===== src/rtl/branch_predictor_2bit.sv =====
// branch_predictor_2bit: 2-bit saturating-counter direction predictor with direct-mapped BTB and branch/mispredict counters
module branch_predictor_2bit #(
  parameter int ENTRIES = 32
) (
  input  logic        clk_i,
  input  logic        rst_i,
  input  logic [31:0] pc_IF,
  output logic        pred_taken_o,
  output logic [31:0] pred_pc_o,
  input  logic        upd_en_i,
  input  logic [31:0] pc_EX,
  input  logic        taken_i,
  input  logic [31:0] target_i,
  input  logic        mispred_i,
  output logic [31:0] br_cnt_o,
  output logic [31:0] mispred_cnt_o
);
  localparam int IDX = $clog2(ENTRIES);
  logic [ENTRIES-1:0] valid;
  logic [29-IDX:0]    tag    [ENTRIES];
  logic [31:0]        target [ENTRIES];
  logic [1:0]         ctr    [ENTRIES];
  logic [IDX-1:0]     idx_f, idx_e;
  logic               hit_f, hit_e;
  logic               unused;
  assign unused       = ^{pc_IF[1:0], pc_EX[1:0]};
  assign idx_f        = pc_IF[IDX+1:2];
  assign idx_e        = pc_EX[IDX+1:2];
  assign hit_f        = valid[idx_f] && tag[idx_f] == pc_IF[31:IDX+2];
  assign hit_e        = valid[idx_e] && tag[idx_e] == pc_EX[31:IDX+2];
  assign pred_taken_o = hit_f && ctr[idx_f][1];
  assign pred_pc_o    = pred_taken_o ? target[idx_f] : pc_IF + 32'd4;
  // tags and targets are left unreset; valid=0 masks them
  always_ff @(posedge clk_i) begin
    if (rst_i) begin
      valid         <= '0;
      br_cnt_o      <= '0;
      mispred_cnt_o <= '0;
      for (int i = 0; i < ENTRIES; i++) ctr[i] <= 2'b01;
    end else if (upd_en_i) begin
      br_cnt_o      <= br_cnt_o + 32'd1;
      mispred_cnt_o <= mispred_cnt_o + {31'd0, mispred_i};
      if (hit_e) begin
        ctr[idx_e] <= taken_i ? (ctr[idx_e] == 2'b11 ? 2'b11 : ctr[idx_e] + 2'd1)
                              : (ctr[idx_e] == 2'b00 ? 2'b00 : ctr[idx_e] - 2'd1);
        if (taken_i) target[idx_e] <= target_i;
      end else if (taken_i) begin
        valid[idx_e]  <= 1'b1;
        tag[idx_e]    <= pc_EX[31:IDX+2];
        target[idx_e] <= target_i;
        ctr[idx_e]    <= 2'b10;
      end
    end
  end
endmodule


===== config.mk =====
export PLATFORM = sky130hd
export DESIGN_NAME = branch_predictor_2bit
export DESIGN_NICKNAME = d
export VERILOG_FILES = /design/src/rtl/branch_predictor_2bit.sv
export SDC_FILE = /design/constraint.sdc
export NUM_CORES = 2
export LEC_CHECK = 0
export ABC_AREA = 1
export CAP_MARGIN = 20
export CORE_UTILIZATION = 55
export CTS_CLUSTER_DIAMETER = 100
export DETAILED_ROUTE_END_ITERATION = 8
export PLACE_DENSITY = 0.72
export SYNTH_ARGS = -nofsm -noshare
export SYNTH_HDL_FRONTEND = slang
export SYNTH_SLANG_ARGS = --single-unit

===== constraint.sdc =====
create_clock -name clk_i -period 4.95 [get_ports clk_i]
set_clock_uncertainty 0.05 [all_clocks]
set_input_delay 0.99 -clock clk_i [delete_from_list [all_inputs] [get_ports clk_i]]
set_output_delay 0.99 -clock clk_i [all_outputs]
set_load 0.02 [all_outputs]

# After elaboration in Yosys (flattened, before gate mapping)
# Memories as Yosys holds them, arrays and structs flattened.
# Index checks and enable logic that the tools add are counted.
# classes
magnitude_cmp	3
bitwise	4
eq_ne	3
n_addsub	5
n_reduce_logical	7
n_mux	30
# op_table
operator	n
32-bit two-way mux	2
25-bit == test	2
32-bit by 1-bit adder with 32-bit output	1
32-bit by 1-bit adder with 32-bit output (second input constant)	1
32-bit by 3-bit adder with 32-bit output (second input constant)	1
32-bit bitwise OR	1
1-bit two-way mux	19
5-bit by 6-bit < comparator with 1-bit output (second input constant)	2
1-bit binary-select mux with 5-bit select	2
2-bit two-way mux	5
1-bit demux with 5-bit select	1
5-bit by 1-bit greater-or-equal comparator with 1-bit output (second input constant)	1
5-bit two-way mux	1
1-bit logical AND	4
3-bit AND reduction	1
2-bit by 1-bit adder with 2-bit output (second input constant)	1
2-bit == test (second input constant)	1
2-bit logical NOT	1
1-bit bitwise OR	2
2-bit OR reduction	1
2-bit by 1-bit subtractor with 2-bit output (second input constant)	1
1-bit NOT	1
# totals
ram_bits	1888
reg_bits	96
output_inout_bits	97
inputBits	101
n_memories	3
# mem_list
name	depth	word_bits	rd	rd_ports_with_merged_regs	write_ports	line	rtl
target	32	32	1	0	1	21	logic [31:0] target [ENTRIES];
tag	32	25	2	0	1	20	logic [29-IDX:0] tag [ENTRIES];
ctr	32	2	2	0	32	22	logic [1:0] ctr [ENTRIES];

# Logic depth before layout (Yosys ltp)
# logic_depth
word_depth	10
mapped_depth	24
mapped_depth_nobuf	20

# Worst setup path after synthesis
# OpenSTA, ideal clock, no wires.
# synth_timing
kind	input port to output port
startpoint	input pc_IF[2]
endpoint	output pred_pc_o[31]
path_stages	17
path_slack_ns	0.707
arrival_ns	3.203
cell_sequence	buf_4 > buf_4 > buf_6 > buf_4 > nand2_1 > nor3_2 > nand2_1 > nor2_2 > nand2_1 > nor2_2 > nand2_1 > nor2_2 > nand3_1 > nor3_1 > xor2_1 > nor2_1 > nor2_1
# synth_via
elab_chain_cells	5
elab_cells_between_ends	10
cone_classes	1 x add/sub; 1 x eq/ne; 3 x mux; 2 x reduce/logical; 3 x memory
# synth_lines
item	line	rtl
start, declared	7	input logic [31:0] pc_IF,
memory 32 x 25 bit / 1-bit binary-select mux with 5-bit select (equally long branches)	--	
25-bit == test / 1-bit two-way mux (equally long branches)	29	assign hit_f = valid[idx_f] && tag[idx_f] == pc_IF[31:IDX+2];
1-bit logical AND	29	
1-bit logical AND	31	assign pred_taken_o = hit_f && ctr[idx_f][1];
32-bit two-way mux *	32	assign pred_pc_o = pred_taken_o ? target[idx_f] : pc_IF + 32'd4;
end, declared	9	output logic [31:0] pred_pc_o,
# Mark *: on every way between the ends. The rest lies on a longest branch, timed or not. The select of a mux whose other input is x is not followed.

# Worst setup path after layout
# layout_timing
startpoint	input pc_IF[2]
endpoint	output pred_pc_o[4]
# The elaborated chain is that of the path after synthesis.

==> results_dict.tcl <==
set metrics [dict create \
    switching_share 0.242 \
    first_global_vias 69705 \
    via_per_inst 6.31 \
    ys.flop_type "edfxtp_1" \
    drt-pass1-iter-count 7 \
    post_synth_num_cell_types 48 \
    internal_power_mw 28.3 \
    post-synth-top-area-fraction 0.628 \
    largest_driver_fanout_on_the_critical_path 40 \
    worst-endpoint-arrival_ns 4.07 \
    yosysTopAreaCell "edfxtp_1" \
    hold-path-cell-count 2 \
    ant_nets 0 \
    areaGrowthSynthToFinish_pct 19.3 \
    worst_slew_margin_rel 0.211 \
    endpoint_kind "output port" \
    part_of_the_total_power_dissipated_in_combinational_logic 0.094 \
    rsz0062_at_grt "true" \
    ys_seq_area_frac 0.649 \
    syn-num-nets 9196 \
    grt_first_pass_wirelength_um 458000 \
    power_density_nw_per_um2 346 \
    postLayoutCellArea_um2 108000 \
    h-tree-depth 4 \
    ys_seq_elements 1984 \
    grt_usage 0.376 \
    clock-sinks 1984 \
    worstSetupPathDepth 20 \
    final_cell_mix "2,364 x nand2_1, 1,888 x edfxtp_1, 1,137 x o21ai_0" \
    synth-async-reset-ratio 0 \
    total_power_mw 37.3 \
    synth_cells 9091 \
    power.share.clock 0.411 \
    boundaryPins 198 \
    final_layout_size_suffix_gt1_frac 0.120 \
    path_delay_family "simple AND/OR/NAND/NOR gates" \
    placedInstanceArea_um2 100000 \
    power.sequential.fraction 0.495 \
    crit_path_cell_trace "buf_16, inv_16, buf_6, buf_12, a21oi_1, o21ai_0, nand3_1, nand3_1, nand2_2, nand2_1, nand2_1, nand4_1, nor2_2, nand3_4, nor2_4, buf_12, buf_12, buf_4, o21ai_0, buf_4" \
    clock_tree.root_cell "clkbuf_16" \
    slowest_delay_ns 0.22 \
    detail_route.wirelength_um 320000 \
    reg2regPathDepth 18 \
    drc 0 \
    synth_edf_count 1888 \
    insertion_delay_ns 0.89 \
    violated_checks "setup timing" \
    grt_max_degree 126 \
    fmaxAchievable_ghz 0.196 \
    dp_hpwl_um 194000 \
    synth_warnings 0 \
    cts.clk_slew.worst_paths_ns 0.06 \
    layout.nets 9651 \
    endpoints_failing_hold 0 \
    drc_marker_count_from_the_first_detailed_route_iteration 12537 \
    synth.cell_area_um2 90300 \
    antenna_found_initial 17 \
    critPathMostFrequentCell "buf_12" \
    wire_per_inst_um 26.9 \
    required_ns 3.91 \
    worst_setup_path_start_kind "primary input" \
    detailroute.via_count 74986 \
    design.core.area_um2 163000 \
    power.switching_mw 9.03 \
    post-route-worst-setup-slack_ns -0.162 \
    cellLeakagePower_nw 39.8 \
    fp.dieW_um 407 \
    tritoncts.num_buffers 198 \
    clock_path_buffers 3 \
    maxCapViolCount 0 \
    most_frequent_standard_cell_in_the_layout_excluding_fill_and_tap_cells "nand2_1" \
    cts_tree "done" \
    final_min_period_over_clock_period 1.03 \
    pins_over_slew_limit 0 \
    post-place-cells 11488 \
    slowest_stage "buf_4" \
    outcome "finished with violations" \
    grt_total_ovfl 0 \
    start_util 0.554 \
    die_height_um 407 \
    netlist_top_cells_area "edfxtp_1 63%, nand2_1 10%, o21ai_0 6.4%, nor2_1 4.6%, dfxtp_1 2.1%" \
    layout.cells.non_filler 11891 \
    total_of_buffers_placed_on_input_and_output_ports 195 \
    hp-class "reg -> reg" \
    rd_place_congestion 1.01 \
    path_class "in -> out" \
    rows 148 \
    die-area_um2 166000 \
    finalHoldWorstSlack_ns 0.415 \
    finalCriticalPeriod_ns 5.11 \
    vdd.ir_drop.worst_mv 0.492 \
    critical_path.n_buffers_inverters 8 \
    cts_hold_buf 0 \
    worst-slew-pin-transition_ns 1.18 \
    synth_area_per_cell_um2 9.93 \
    timing.final.setup_violations 33 \
]
==> per-layer routing <==
layer	wire (um)	share of wire	vias up	global-route usage
met2	137000	0.43	6098	0.544
met1	114000	0.36	35287	0.512
met5	217	0.00068	-	0
met3	52300	0.16	1157	0.119
li1	-	-	32420	-
met4	17100	0.053	24	0.188
==> final timing paths <==
path | startpoint | end | slack [ns]
setup / recovery | pc_IF[2] | pred_pc_o[4] | -0.16
hold / removal | br_cnt_o[31] | br_cnt_o[31] | 0.42
setup reg to reg | tag[19][8] | tag[21][4] | 1.29
hold reg to reg | br_cnt_o[31] | br_cnt_o[31] | 0.42
==> stage by stage <==
stage | util | TNS [ns] | setup WS [ns]
finish | 0.661 | -3.75 | -0.162
global route | 0.661 | -3.94 | -0.147
CTS | 0.658 | -0.103 | -0.0260
detailed placement | 0.614 | -35.91 | -1.23
global placement | 0.614 | -38.72 | -1.34
floorplan | - | 0 | 0.707
==> synthesized netlist by cell type (31+ instances only) <==
cell	n
o21ai_0	1159
o211ai_1	100
clkbuf_1	274
nand2_1	2400
edfxtp_1	1888
a21oi_1	324
buf_2	261
xor2_1	33
o21ai_1	37
a31oi_1	36
nor2_1	1107
nand3_1	330
inv_1	492
dfxtp_1	96
a22oi_1	32
nor3_1	60
o221ai_1	50
buf_1	31
o22ai_1	204
==> registers in the layout, summed over array words and instances, names as in the netlist <==
| name | count |
|---|---|
| target | 1024 |
| tag | 800 |
| ctr | 64 |
| br_cnt_o | 32 |
| mispred_cnt_o | 32 |
| valid | 32 |
==> power groups by stage <==
stage / registers, mW / clock network (mW) / logic (mW)
2_1_floorplan: 18.8 / 0 / 1.62
3_3_place_gp: 18.8 / 0 / 3.17
3_5_place_dp: 18.8 / 0 / 3.21
4_1_cts: 18.5 / 15.4 / 3.31
5_1_grt: 18.5 / 16.0 / 3.66
6_report: 18.5 / 15.3 / 3.49
==> tightest hold or removal path: stages (launching register included) <==
cell and delay (ns):
dfxtp_1 0.31, inv_1 0.06, a21oi_1 0.05
==> cells by family after synthesis <==
group           count (synthesis)  share of synthesized area
flops                        1984                      0.649
compound gates               2005                      0.123
simple gates                 3962                      0.173
fa+ha+maj                       4                   0.000554
xor+xnor                       38                    0.00369
buf+inv                      1098                     0.0506
==> cell type report <==
class                   count  area (um^2)
multi-input cells        6009        27900
clock inverters           107         1320
repair buffers            843         9950
flip-flops and latches   1984        58600
diodes                      7         17.5
clock buffers             256         5240
repair inverters            2         27.5
inverters                 508         1960
well taps                2175         2720
fillers                 12121        55200
==> repair_timing <==
item | in CTS | in global routing
gates resized for setup | 228 | 70
buffers inserted | 10 | 5
gates cloned | 11 | 6
pin swaps | 18 | 22
setup endpoints to repair | 33 | 33
Power figures use the tool's default switching activity.
